--- config.mk ---
export PLATFORM = sky130hd
export DESIGN_NAME = multicycle_ctrl
export DESIGN_NICKNAME = d
export VERILOG_FILES = /design/src/rtl/multicycle_ctrl.sv
export SDC_FILE = /design/constraint.sdc
export NUM_CORES = 1
export LEC_CHECK = 0
export CORE_MARGIN = 5
export CORE_UTILIZATION = 52
export CTS_CLUSTER_DIAMETER = 150
export DETAILED_ROUTE_END_ITERATION = 10
export HOLD_SLACK_MARGIN = 0.06
export PLACE_DENSITY = 0.86
export SYNTH_ARGS = -nofsm -noshare
export SYNTH_HDL_FRONTEND = slang
export SYNTH_SLANG_ARGS = --single-unit
export TNS_END_PERCENT = 1
--- constraint.sdc ---
create_clock -name CLK -period 4.3 [get_ports CLK]
set_input_delay 0.645 -clock CLK [delete_from_list [all_inputs] [get_ports CLK]]
set_output_delay 0.645 -clock CLK [all_outputs]
set_load 0.02 [all_outputs]
--- src/rtl/multicycle_ctrl.sv ---
// Control FSM for the multi-cycle RV32I datapath: IF -> ID -> EX -> [MEM] -> [WB].
// Outputs decode the current state and opcode, qualified by the ack and branch terms.
module multicycle_ctrl #(
   parameter int CNT_W   = 32,
   parameter int TIMEOUT = 16
) (
   input  logic             CLK,
   input  logic             RSTn,
   input  logic [6:0]       opcode,
   input  logic             br_taken,
   input  logic             halt_req,
   output logic             i_req,
   input  logic             i_ack,
   output logic             d_req,
   output logic             d_we,
   input  logic             d_ack,
   output logic             ir_write,
   output logic             pc_write,
   output logic [1:0]       pc_src,
   output logic             alu_src_a,
   output logic             alu_src_b,
   output logic             reg_write,
   output logic [1:0]       wb_sel,
   output logic             retire,
   output logic [CNT_W-1:0] inst_cnt,
   output logic [2:0]       state,
   output logic             halted,
   output logic             err
);

   typedef enum logic [2:0] {
      S_IF   = 3'd0,
      S_ID   = 3'd1,
      S_EX   = 3'd2,
      S_MEM  = 3'd3,
      S_WB   = 3'd4,
      S_HALT = 3'd5,
      S_ERR  = 3'd6
   } state_t;

   localparam logic [6:0] OP_R     = 7'b0110011;
   localparam logic [6:0] OP_IMM   = 7'b0010011;
   localparam logic [6:0] OP_LOAD  = 7'b0000011;
   localparam logic [6:0] OP_STORE = 7'b0100011;
   localparam logic [6:0] OP_BR    = 7'b1100011;
   localparam logic [6:0] OP_JAL   = 7'b1101111;
   localparam logic [6:0] OP_JALR  = 7'b1100111;
   localparam logic [6:0] OP_LUI   = 7'b0110111;
   localparam logic [6:0] OP_AUIPC = 7'b0010111;

   localparam int           TW       = (TIMEOUT > 0) ? $clog2(TIMEOUT + 1) : 1;
   localparam logic [TW-1:0] TMO_LIM = TW'(TIMEOUT);
   localparam logic [TW-1:0] TMO_ONE = TW'(1);
   localparam logic [CNT_W-1:0] CNT_ONE = CNT_W'(1);

   function automatic logic is_legal(input logic [6:0] op);
      case (op)
         OP_R, OP_IMM, OP_LOAD, OP_STORE, OP_BR,
         OP_JAL, OP_JALR, OP_LUI, OP_AUIPC: is_legal = 1'b1;
         default:                           is_legal = 1'b0;
      endcase
   endfunction

   state_t            state_q, state_d;
   logic [TW-1:0]     tmo_q, tmo_d;
   logic [CNT_W-1:0]  cnt_q, cnt_d;
   logic              i_ack_s, d_ack_s, tmo_hit_s;
   logic              is_load_s, is_store_s, is_br_s, is_jal_s, is_jalr_s;

   // Acks are ignored while reset is held so IF shows no ir_write.
   assign i_ack_s    = i_ack & RSTn;
   assign d_ack_s    = d_ack & RSTn;
   assign tmo_hit_s  = (TIMEOUT != 0) && (tmo_q == TMO_LIM);
   assign is_load_s  = (opcode == OP_LOAD);
   assign is_store_s = (opcode == OP_STORE);
   assign is_br_s    = (opcode == OP_BR);
   assign is_jal_s   = (opcode == OP_JAL);
   assign is_jalr_s  = (opcode == OP_JALR);

   // Next-state, request-timeout counter and retire counter.
   always_comb begin
      state_d = state_q;
      tmo_d   = '0;
      case (state_q)
         S_IF: begin
            if (i_ack_s)        state_d = S_ID;
            else if (tmo_hit_s) state_d = S_ERR;
            else                state_d = S_IF;
         end
         S_ID: begin
            if (halt_req)              state_d = S_HALT;
            else if (!is_legal(opcode)) state_d = S_ERR;
            else                        state_d = S_EX;
         end
         S_EX: begin
            if (is_br_s)                      state_d = S_IF;
            else if (is_load_s || is_store_s) state_d = S_MEM;
            else                              state_d = S_WB;
         end
         S_MEM: begin
            if (d_ack_s)        state_d = is_load_s ? S_WB : S_IF;
            else if (tmo_hit_s) state_d = S_ERR;
            else                state_d = S_MEM;
         end
         S_WB:    state_d = S_IF;
         S_HALT:  state_d = S_HALT;
         S_ERR:   state_d = S_ERR;
         default: state_d = S_ERR;
      endcase
      // Counter is zero in every other state, so it starts clear on entry to IF/MEM.
      if ((TIMEOUT != 0) &&
          (((state_q == S_IF) && !i_ack_s) || ((state_q == S_MEM) && !d_ack_s))) begin
         tmo_d = tmo_q + TMO_ONE;
      end else begin
         tmo_d = '0;
      end
      if (retire) cnt_d = cnt_q + CNT_ONE;
      else        cnt_d = cnt_q;
   end

   // State, timeout and instruction-count registers.
   always_ff @(posedge CLK or negedge RSTn) begin
      if (!RSTn) begin
         state_q <= S_IF;
         tmo_q   <= '0;
         cnt_q   <= '0;
      end else begin
         state_q <= state_d;
         tmo_q   <= tmo_d;
         cnt_q   <= cnt_d;
      end
   end

   // Output decode.
   always_comb begin
      i_req     = 1'b0;
      d_req     = 1'b0;
      d_we      = 1'b0;
      ir_write  = 1'b0;
      pc_write  = 1'b0;
      pc_src    = 2'd0;
      alu_src_a = 1'b0;
      alu_src_b = 1'b0;
      reg_write = 1'b0;
      wb_sel    = 2'd0;
      retire    = 1'b0;
      case (state_q)
         S_IF: begin
            i_req    = 1'b1;
            ir_write = i_ack_s;
         end
         S_EX: begin
            alu_src_a = (opcode == OP_AUIPC);
            alu_src_b = !((opcode == OP_R) || is_br_s);
            if (is_br_s) begin
               pc_write = 1'b1;
               pc_src   = br_taken ? 2'd1 : 2'd0;
               retire   = 1'b1;
            end else begin
               pc_write = 1'b0;
            end
         end
         S_MEM: begin
            d_req = 1'b1;
            d_we  = is_store_s;
            if (d_ack_s && is_store_s) begin
               pc_write = 1'b1;
               retire   = 1'b1;
            end else begin
               pc_write = 1'b0;
            end
         end
         S_WB: begin
            reg_write = 1'b1;
            pc_write  = 1'b1;
            retire    = 1'b1;
            wb_sel    = is_load_s ? 2'd1 : ((is_jal_s || is_jalr_s) ? 2'd2 : 2'd0);
            pc_src    = is_jal_s ? 2'd1 : (is_jalr_s ? 2'd2 : 2'd0);
         end
         default: begin
            i_req = 1'b0;
         end
      endcase
   end

   assign state    = state_q;
   assign halted   = (state_q == S_HALT);
   assign err      = (state_q == S_ERR);
   assign inst_cnt = cnt_q;

endmodule
==> out/metrics.cfg, run 1 <==
[routing]
vias = 1830
wl_um = 4930
drt-wirelength-per-cell_um = 14.9
vias_per_cell = 5.55
drtPass1Iterations = 4
detail_route.iter0.violations = 86
drc = 0
postRouteAntennaNets = 0

[synthesis]
synth_common_cells = 40 x dfrtp_1, 29 x xor2_1, 18 x nand2_1
yosysWarnings = 0
async_flop_share = 1.00
ys_types = 48
synth_top_family_by_area = simple AND/OR/NAND/NOR gates
syn_nets = 231
synth_largest_area_cell = dfrtp_1
synth_top_area_frac = 0.440
synth.yosys.seq_area_share = 0.440
ys.flop_type = dfrtp_1
muxShareOfSynthArea = 0.0143
yosys.area_share.simple = 0.296
synth.area.top_cells = dfrtp_1 44%, xor2_1 11%, nor4b_2 4.0%
synth_compound_area_frac = 0.0627
synth.most_common_cell = dfrtp_1
yosys.area_share.adder = 0.0165
synthXorXnorAreaFrac = 0.135
synth-seq-cells = 40
synth-edff-count = 0
syn_avg_cell_area_um2 = 10.6
syn_area_mm2 = 0.00227
synth_cells = 215

[sta]
timing.setup.tns_ns = 0
fin_crit_ns = 3.50
whs_ns = 0.443
clock.fmax_ghz = 0.286
period_share = 0.813
slew_headroom = 0.575
tightest_slew_ns = 0.636
hold_viol_final = 0
finalClockSkew_ns = 0.00511
slew_viol_final = 0
setup_viol = 0
rsz0062_at_grt = no

[clock_tree]
htreeDepth = 2
cts_made_buffers = 5
postCtsSetupBuffers = 0
max-clock-path-buffers = 2
ctsResizeCount = 0
clkTransAtPathRegs_ns = 0.08
clock_latency_ns = 0.29
holdBufCountCts = 0
cts_root_buf = clkbuf_8
cts_tree = yes
cts_num_sinks = 40

[layout]
design_area_mm2 = 0.00302
final_util = 0.703
drive_gt1_frac = 0.129
antenna_cells = 0
multi_input_area_mm2 = 0.00121
final.fill_count = 335
seqCellArea_mm2 = 0.00100
nNetsFinal = 294
area_growth_pct = 32.8

[grt]
grt_pass1_vias = 1850
antenna_found_initial = 0
grt_max_degree = 44
grt_pass1_wl_um = 8670
grt_remaining_overflow = 0
track_usage = 0.178

[placed_design]
io_buffers = 62
routabilityCongestion = 0.817
dp_hpwl_um = 3640
post_dp_cell_area_mm2 = 0.00294

[floorplan]
start_util = 0.529
io-pin-count = 63
chipWidth_um = 76.1
coreArea_mm2 = 0.00429
die_h_um = 76.1
rows = 24
die_area_mm2 = 0.00579

[pwr]
power_mw = 1.35
p_per_area_mw_per_mm2 = 447
leakage_nw = 1.15
vdd.ir_drop.worst_v = 0.000340

[worst_setup_path]
rrSetupSlack_ns = 2.03
cp-start-kind = primary input
cp_data_required_time_ns = 3.65
endpoint_kind = output port
arrival_ns = 2.85
critPathMaxFanout = 6
crit_type = primary input to output port

[worst_hold_path]
hold_path.class = primary input to async pin

[run_status]
status = finished clean

[run]
drv_cap = 0

-- routing by layer --
metal | vias up | track usage | share of wire
li1 | 886 | - | -
met1 | 885 | 0.223 | 0.43
met2 | 54 | 0.292 | 0.49
met3 | 5 | 0.0426 | 0.061
met4 | 0 | 0.0752 | 0.016
met5 | - | 0 | 0
-- placed cells by master (no fill, tap or decap), types with 3 or more instances in the layout --
cell type	count
o31ai_1	4
ha_1	3
nor3b_1	4
nor3_1	9
nand2_1	18
nor4b_2	6
a21oi_1	4
and3_1	6
nor4_2	7
nor3_2	6
xnor2_1	6
clkbuf_8	5
nand4_1	5
xor2_1	29
inv_1	7
nand3_1	9
clkdlybuf4s50_1	61
nor2_1	13
dfrtp_1	40
-- final timing paths --
path | startpoint | endpoint | cells after the start
worst max-delay path | opcode[3] | pc_write | 6
worst min-delay path | RSTn | inst_cnt[24]$_DFFE_PN0P_ | 2
worst max register to register | state[1]$_DFF_PN0_ | inst_cnt[27]$_DFFE_PN0P_ | 6
worst min register to register | inst_cnt[31]$_DFFE_PN0P_ | inst_cnt[31]$_DFFE_PN0P_ | 1
max in group asynchronous | RSTn | state[0]$_DFF_PN0_ | 2
min in group CLK | inst_cnt[31]$_DFFE_PN0P_ | inst_cnt[31]$_DFFE_PN0P_ | 1
-- stage by stage --
stage,std cells,setup slack [ns]
detailed placement,323,0.800
global placement,323,0.907
CTS,330,0.789
finish,330,0.803
floorplan,215,1.78
global route,330,0.619
-- kinds of logic (layout without fill, tap and decap cells) --
logic type	count (synthesis)	count (layout)
DFF	40	40
and+or+nand+nor	99	99
xor gates and xnor gates	35	35
buffers and inverters	16	79
muxes	3	3
AOI/OAI and AO/OA	19	19
adders and majority gates	3	3
-- state kept, by name, indices dropped and copies added, names as in the netlist --
| name | flops |
|---|---|
| tmo_q | 5 |
| inst_cnt | 32 |
| state | 3 |
-- where the power goes --
part / internal [mW] / total (mW) / switching (mW) / leakage (nW)
registers: 0.432 / 0.530 / 0.0976 / 0.455
logic: 0.265 / 0.585 / 0.319 / 0.651
clock network: 0.110 / 0.236 / 0.126 / 0.0400
total: 0.807 / 1.35 / 0.543 / 1.15
-- critical path, stage by stage --
cell and delay [ns]:
clkdlybuf4s50_1 0.49, nor2_1 0.20, nor4b_2 0.56, a41oi_4 0.20, inv_2 0.14, clkdlybuf4s50_1 0.62
-- area by class of cell --
cell class,instances,area share
clock buffers,5,0.0228
inverters,8,0.00995
repair buffers,64,0.209
multi-input cells,159,0.401
well taps,52,0.0215
clock inverters,2,0.00414
flip-flops and latches,40,0.332
Note: power is estimated with default switching activity, not from simulation.
==> inputs of run 2 (changes only) <==
CORE_UTILIZATION = 48   (was 52)
PLACE_DENSITY = 0.8   (was 0.86)
clock period = 3.54 ns   (was 4.3 ns; I/O delays follow)
==> out/metrics.cfg, run 2 (synthesis gave the netlist of run 1 again) <==
[worst_setup_path]
endpoint_kind = output port
crit_chain = clkdlybuf4s50_1 > nor2_1 > nor4b_2 > a41oi_4 > inv_2 > clkdlybuf4s50_1
slowest_delay_ns = 0.62  ; about the same
worstPathBufferInverterCount = 3  ; unchanged
cpLargestDelayFamily = buffers and inverters
reg2reg_from = state[1]$_DFF_PN0_
cp-start-kind = primary input
cp_slowest_cell = clkdlybuf4s50_1
ff2ff_path_depth = 6  ; unchanged
rrSetupSlack_ns = 1.24  ; -0.79 ns
crit_top_cell = clkdlybuf4s50_1
critPathMaxFanout = 6  ; unchanged
arrival_ns = 2.70  ; -0.15 ns
cp_data_required_time_ns = 3.01  ; -0.64 ns
crit_type = primary input to output port
reg2reg_to = inst_cnt[17]$_DFFE_PN0P_

[clock_tree]
ctsResizeCount = 0  ; unchanged
clock_latency_ns = 0.29  ; about the same
cts_root_buf = clkbuf_8
cts_made_buffers = 5  ; unchanged
holdBufCountCts = 0  ; unchanged
htreeDepth = 2  ; unchanged
cts_num_sinks = 40  ; unchanged
max-clock-path-buffers = 2  ; unchanged
cts_tree = yes
postCtsSetupBuffers = 0  ; unchanged
clkTransAtPathRegs_ns = 0.07  ; about the same

[layout]
final_util = 0.658  ; -0.0451
nNetsFinal = 294  ; unchanged
largest_register_ffs = 32  ; unchanged
layout.cells.most_common_list = 61 x clkdlybuf4s50_1, 40 x dfrtp_1, 29 x xor2_1
design_area_mm2 = 0.00307  ; +1.6%
area_growth_pct = 34.9
drive_gt1_frac = 0.133  ; +0.00312
antenna_cells = 0  ; unchanged
layout_commonest_cell = clkdlybuf4s50_1

[sta]
period_share = 0.913
setup_viol = 0  ; unchanged
finalClockSkew_ns = 0.00602  ; +0.000912 ns
rsz0062_at_grt = no
fin_crit_ns = 3.23
timing.setup.tns_ns = 0  ; unchanged
tightest_slew_ns = 0.616  ; -0.0199 ns
fin_ws_ns = 0.307  ; -0.497 ns
slew_viol_final = 0  ; unchanged
clock.fmax_ghz = 0.309
slew_headroom = 0.588  ; +0.0133
hold_viol_final = 0  ; unchanged

[floorplan]
coreArea_mm2 = 0.00466  ; +8.5%
die_area_mm2 = 0.00621  ; +7.2%
io-pin-count = 63  ; unchanged
rows = 25  ; +4.2%
start_util = 0.488  ; -0.0416
die_h_um = 78.8  ; +3.5%
chipWidth_um = 78.8  ; +3.5%

[grt]
grt_remaining_overflow = 0  ; unchanged
track_usage = 0.176  ; -0.00214
grt_pass1_vias = 1869  ; +1.0%
grt_pass1_wl_um = 8780  ; +1.4%
grt_max_degree = 44  ; unchanged
antenna_found_initial = 0  ; unchanged

[routing]
wl_um = 5000  ; +1.4%
postRouteAntennaNets = 0  ; unchanged
drt-wirelength-per-cell_um = 15.0  ; +0.49%
detail_route.iter0.violations = 80  ; -7.0%
vias_per_cell = 5.48  ; -1.1%
drtPass1Iterations = 4  ; unchanged
vias = 1826  ; -0.22%
drc = 0  ; unchanged

[placed_design]
place_ws_ns = 0.310  ; -0.490 ns
dp_hpwl_um = 3600  ; -1.2%
post_dp_cell_area_mm2 = 0.00294  ; about the same
routabilityCongestion = 0.798  ; -2.3%
io_buffers = 62  ; unchanged

[run_status]
status = finished clean

[pwr]
vdd.ir_drop.worst_v = 0.000455  ; +34%
power_mw = 1.77  ; +31%
leakage_nw = 1.17  ; +2.1%
p_per_area_mw_per_mm2 = 576  ; +29%

[run]
drv_cap = 0  ; unchanged

[worst_hold_path]
hold_path.class = primary input to async pin

-- run 2: changes by cell type in the layout (fill, tap and decap cells not counted) --
cell        previous run  this run
clkbuf_8               5         7
bufinv_16              0         1
clkinv_2               1         0
clkinvlp_4             1         0
-- run 2: how the worst max path moves through the flow --
stage / startpoint / to / cells after the start
floorplan: state[2]$_DFF_PN0_ / pc_src[0] / 3
global placement: opcode[3] / retire / 6
detailed placement: opcode[3] / retire / 6
CTS: opcode[3] / retire / 6
global route: opcode[3] / pc_write / 6
finish: opcode[3] / retire / 6
-- run 2: metal layers --
metal | vias to the layer above | routed length [um] | track usage
met1 | 873 | 2210 | 0.221
met3 | 4 | 288 | 0.0476
li1 | 896 | - | -
met2 | 53 | 2450 | 0.297
met4 | 0 | 46 | 0.0498
met5 | - | 0 | 0
-- run 2: area by class of cell --
type	instances	area, um2
clock buffer	7	96.3
fill	379	1590
inverter	8	30.0
multi-input combinational	159	1210
timing repair buffer	64	631
tap	54	67.6
clock inverter	1	30.0
sequential	40	1000
-- run 2: report_power, final --
group / total [mW] / internal [mW] / switching [mW]
Clock: 0.406 / 0.249 / 0.157
Combinational: 0.713 / 0.323 / 0.390
Sequential: 0.647 / 0.525 / 0.122
-- run 2: worst register-to-register path, cell delays in order (launching register included) --
cell,delay [ns]
dfrtp_1,0.59
or3b_4,0.47
o31ai_2,0.28
a41oi_4,0.06
buf_4,0.29
nor4_2,0.38
xnor2_1,0.16
-- run 2: per-stage QoR --
step,hold slack [ns],instances
final,0.315,333
after global routing,0.384,333
after CTS,0.348,333
after detailed placement,0.463,325
after global placement,0.458,325
after floorplan,0.235,215
==> inputs of run 3 (changes only) <==
clock period = 3.35 ns   (was 3.54 ns; I/O delays follow)
==> out/metrics.cfg, run 3 (synthesis gave the netlist of run 1 again) <==
[worst_hold_path]
hold_path.class = primary input to async pin

[sta]
tightest_slew_ns = 0.566  ; -0.0500 ns
rsz0062_at_grt = no
slew_headroom = 0.623  ; +0.0344
slew_viol_final = 0  ; unchanged
hold_viol_final = 0  ; unchanged
finalClockSkew_ns = 0.00735  ; +0.00133 ns
setup_viol = 0  ; unchanged
timing.setup.tns_ns = 0  ; unchanged
fin_crit_ns = 3.05
period_share = 0.911
fin_ws_ns = 0.299  ; -0.00764 ns
whs_ns = 0.309  ; -0.00652 ns
clock.fmax_ghz = 0.328

[placed_design]
place_ws_ns = 0.310  ; +0.000419 ns
dp_hpwl_um = 3660  ; +1.8%
dp.cells = 327  ; +0.62%
io_buffers = 62  ; unchanged
routabilityCongestion = 0.826  ; +3.6%

[routing]
drtPass1Iterations = 4  ; unchanged
vias_per_cell = 5.46  ; -0.38%
drt-wirelength-per-cell_um = 14.6  ; -2.4%
postRouteAntennaNets = 0  ; unchanged
vias = 1830  ; +0.22%
detail_route.iter0.violations = 59  ; -26%
drc = 0  ; unchanged
wl_um = 4910  ; -1.8%

[clock_tree]
clock_latency_ns = 0.29  ; about the same
cts_tree = yes
cts_num_sinks = 40  ; unchanged
htreeDepth = 2  ; unchanged
postCtsSetupBuffers = 0  ; unchanged
ctsResizeCount = 0  ; unchanged
holdBufCountCts = 0  ; unchanged
cts_root_buf = clkbuf_8
clkTransAtPathRegs_ns = 0.08  ; about the same
cts_made_buffers = 5  ; unchanged
max-clock-path-buffers = 2  ; unchanged

[pwr]
p_per_area_mw_per_mm2 = 601  ; +4.4%
power_mw = 1.84  ; +4.3%
leakage_nw = 1.17  ; about the same
vdd.ir_drop.worst_v = 0.000583  ; +28%

[worst_setup_path]
crit_chain = clkdlybuf4s50_1 > nor2_1 > nor4b_2 > buf_4 > a41oi_4 > inv_2 > clkdlybuf4s50_1
crit_type = primary input to output port
crit_top_cell = clkdlybuf4s50_1
slowest_delay_ns = 0.62  ; about the same
critPathMaxFanout = 6  ; unchanged
cp_slowest_cell = clkdlybuf4s50_1
endpoint_kind = output port
arrival_ns = 2.55  ; -0.15 ns
cp-start-kind = primary input
cp_data_required_time_ns = 2.85  ; -0.16 ns

[grt]
antenna_found_initial = 0  ; unchanged
grt_max_degree = 44  ; unchanged
track_usage = 0.170  ; -0.00613
grt_pass1_vias = 1876  ; +0.37%
grt_pass1_wl_um = 8510  ; -3.1%
grt_remaining_overflow = 0  ; unchanged

[layout]
final.fill_count = 374  ; -1.3%
largest_register_ffs = 32  ; unchanged
antenna_cells = 0  ; unchanged
layout.cells.most_common_list = 61 x clkdlybuf4s50_1, 40 x dfrtp_1, 29 x xor2_1
layout_commonest_cell = clkdlybuf4s50_1
drive_gt1_frac = 0.135  ; +0.00261
area_growth_pct = 34.7
nNetsFinal = 296  ; +0.68%
stdcell_count = 335  ; +0.60%

[floorplan]
die_area_mm2 = 0.00621  ; unchanged
chipWidth_um = 78.8  ; unchanged
die_h_um = 78.8  ; unchanged
start_util = 0.488  ; unchanged
coreArea_mm2 = 0.00466  ; unchanged
rows = 25  ; unchanged
io-pin-count = 63  ; unchanged

[run]
drv_cap = 0  ; unchanged

[run_status]
status = finished clean

## run 3: changes by cell type in the layout (fill, tap and decap cells not counted)
cell and change:
clkbuf_8 -2, clkinv_2 +1, clkbuf_1 +1, buf_4 +2
## run 3: worst paths after layout
check / slack (ns) / depth (start not counted) / to / from
max in group asynchronous: 2.68 / 2 / inst_cnt[28]$_DFFE_PN0P_ / RSTn
max reg2reg: 1.05 / 6 / inst_cnt[29]$_DFFE_PN0P_ / state[1]$_DFF_PN0_
min in group CLK: 0.47 / 1 / inst_cnt[31]$_DFFE_PN0P_ / inst_cnt[31]$_DFFE_PN0P_
min: 0.31 / 2 / inst_cnt[18]$_DFFE_PN0P_ / RSTn
max: 0.30 / 7 / pc_write / opcode[3]
min reg2reg: 0.47 / 1 / inst_cnt[31]$_DFFE_PN0P_ / inst_cnt[31]$_DFFE_PN0P_
## run 3: per-layer routing
layer / wire length (um) / vias to the layer above / part of all wire / global-route usage
met3: 281 / 6 / 0.057 / 0.0488
met5: 0 / - / 0 / 0
li1: - / 894 / - / -
met1: 2220 / 879 / 0.45 / 0.216
met2: 2350 / 51 / 0.48 / 0.284
met4: 60 / 0 / 0.012 / 0.0464
## run 3: critical path: cells and delay by family
family	cells	cell delay, ns
buf+inv	4	1.44
simple gates	2	0.50
compound gates	1	0.12
## run 3: final cells by class
| cell class | instances | area, um2 | area share |
|---|---|---|---|
| tap | 54 | 67.6 | 0.0221 |
| clock buffer | 6 | 72.6 | 0.0237 |
| inverter | 8 | 30.0 | 0.00980 |
| clock inverter | 2 | 35.0 | 0.0114 |
| sequential | 40 | 1000 | 0.327 |
| multi-input combinational | 159 | 1210 | 0.395 |
| timing repair buffer | 66 | 646 | 0.211 |
## run 3: where the power goes
part	switching [mW]	internal [mW]	leakage, nW	total, mW
Sequential	0.111	0.555	0.455	0.666
Clock	0.168	0.221	0.0552	0.389
Combinational	0.436	0.349	0.661	0.785
Total	0.715	1.13	1.17	1.84
## run 3: stage by stage
step	util	cell area [um2]
after floorplan	-	2270
after global placement	0.634	2960
after detailed placement	0.634	2960
after CTS	0.657	3060
after global routing	0.657	3060
final	0.657	3060
==> RTL change: new RTL, settings of run 2 <==
The parameter `CNT_W` goes from 32 to 16.
--- a/src/rtl/multicycle_ctrl.sv
+++ b/src/rtl/multicycle_ctrl.sv
@@ -1,7 +1,7 @@
 // Control FSM for the multi-cycle RV32I datapath: IF -> ID -> EX -> [MEM] -> [WB].
 // Outputs decode the current state and opcode, qualified by the ack and branch terms.
 module multicycle_ctrl #(
-   parameter int CNT_W   = 32,
+   parameter int CNT_W   = 16,
    parameter int TIMEOUT = 16
 ) (
    input  logic             CLK,
Interface: changed (resized inst_cnt); port bits go from 63 to 47. No check against the original RTL was run, so the function may have changed too.
==> RTL change against run 2 <==
Final area is 32% lower; register-to-register slack better by 0.20 ns; sequential cell count is 16 lower; worst setup slack better by 0.048 ns; power is 28% lower; routed wire length is 21% lower; first-iteration DRC count is 1.3% lower; via count is 21% lower; count of clock-buffer cells in the layout is 3 lower; synthesized area is 30% lower; die area is 26% lower.
==> RTL change: results (changes against run 2) <==
GRT
  – First-pass GRT wire length: 6720 um (-23%)
  – Met1 usage in global routing: 0.2383 (+0.01685)
  – Grt met3 use: 0.03328 (-0.01434)
  – GR Util met2: 0.3317 (+0.03460)
  – Largest net degree at the start of global routing: 29 (-34%)
  – Total track usage: 0.1945 (+0.01865)
  – Vias in the first global route: 1,489 (-20%)

Yosys
  – Post-synthesis sequential area ratio: 0.3774 (-0.06293)
  – Synth cell count leaders: 24 x dfrtp_1, 15 x nor2_1, 12 x nand2_1, 11 x xnor2_1
  – Yosys warning count: 0 (unchanged)
  – Mapped Nets: 185 (-20%)

Clocking
  – CTS buffer count: 3 (-2)
  – Setup Buffers After CTS: 0 (unchanged)
  – H-tree Lvls: 1 (-1)
  – Clock Latency Late Sink: 0.33 ns (+0.04 ns)
  – Root buffer selected by CTS: clkbuf_4

Placed design
  – DP Wirelength: 3012 um (-16%)
  – Routability cong.: 0.8525 (+6.9%)

Critical path
  – Worst EP arrival: 2.65 ns (-0.05 ns)
  – Maximum fanout along the worst path: 9 (+3)

Power and ir drop
  – Maximum ir drop on the vdd rail: 0.0003391 V (-26%)
  – Leak: 0.8804 nW (-25%)

STA
  – Worst clock skew: 0.009472 ns (+0.003453 ns)
  – Worst rel slew slack: 0.5936 (+0.005317)
  – Max-slew violation count: 0 (unchanged)
  – Hold slack: 0.4973 ns (+0.1818 ns)

Finish
  – Fraction of layout cells with a size suffix above 1: 0.05687 (-0.07574)
  – Fin nets: 228 (-22%)
  – Fillers: 290 (-23%)

Hold path
  – Min-delay worst type: register to register

Route
  – DR iter-0 viols: 79 (-1.3%)
  – Vias: 1,439 (-21%)
  – WL met1: 1719 um (-22%)
  – Metal2 WL: 1961 um (-20%)
  – Met3 WL post-DR: 213 um (-26%)
  – Detailed Route WL: 3953 um (-21%)

Outcome
  – Run status: finished, final reports clean
RTL change: where the power goes:
part	internal, mW	total, mW	leakage [nW]	switching (mW)
Combinational	0.305	0.669	0.551	0.364
Clock	0.0630	0.150	0.0210	0.0868
Sequential	0.341	0.455	0.309	0.114
RTL change: area by class of cell:
| type | count | share of cell area |
|---|---|---|
| timing repair buffer | 47 | 0.2242 |
| tap | 46 | 0.02758 |
| clock buffer | 4 | 0.01739 |
| sequential | 24 | 0.2878 |
| inverter | 10 | 0.01799 |
| multi-input combinational | 126 | 0.4251 |
RTL change: final timing paths:
path,startpoint,slack (ns),to,depth (start not counted)
max in group asynchronous,RSTn,2.64,state[1]$_DFF_PN0_,2
min in group asynchronous,RSTn,0.64,inst_cnt[5]$_DFFE_PN0P_,2
max reg2reg,state[1]$_DFF_PN0_,1.44,inst_cnt[9]$_DFFE_PN0P_,4
min reg2reg,tmo_q[0]$_DFF_PN0_,0.50,tmo_q[0]$_DFF_PN0_,1
min,tmo_q[0]$_DFF_PN0_,0.50,tmo_q[0]$_DFF_PN0_,1
max,opcode[5],0.35,pc_write,5
RTL change: metrics by stage:
step	cells	setup WS [ns]	instance area, um2
floorplan	169	0.9744	1592
global placement	253	0.4143	2051
detailed placement	253	0.3814	2051
CTS	257	0.3634	2087
global route	257	0.2621	2087
finish	257	0.3549	2087
RTL change: kinds of logic (layout without fill, tap and decap cells):
kind of cell / after synthesis / after routing / synth area share
mux: 2 / 2 / 0.01336
fa+ha+maj: 3 / 3 / 0.02359
flops: 24 / 24 / 0.3774
simple gates: 70 / 70 / 0.2445
buf+inv: 19 / 61 / 0.06525
xor+xnor: 20 / 20 / 0.1101
compound gates: 31 / 31 / 0.1659
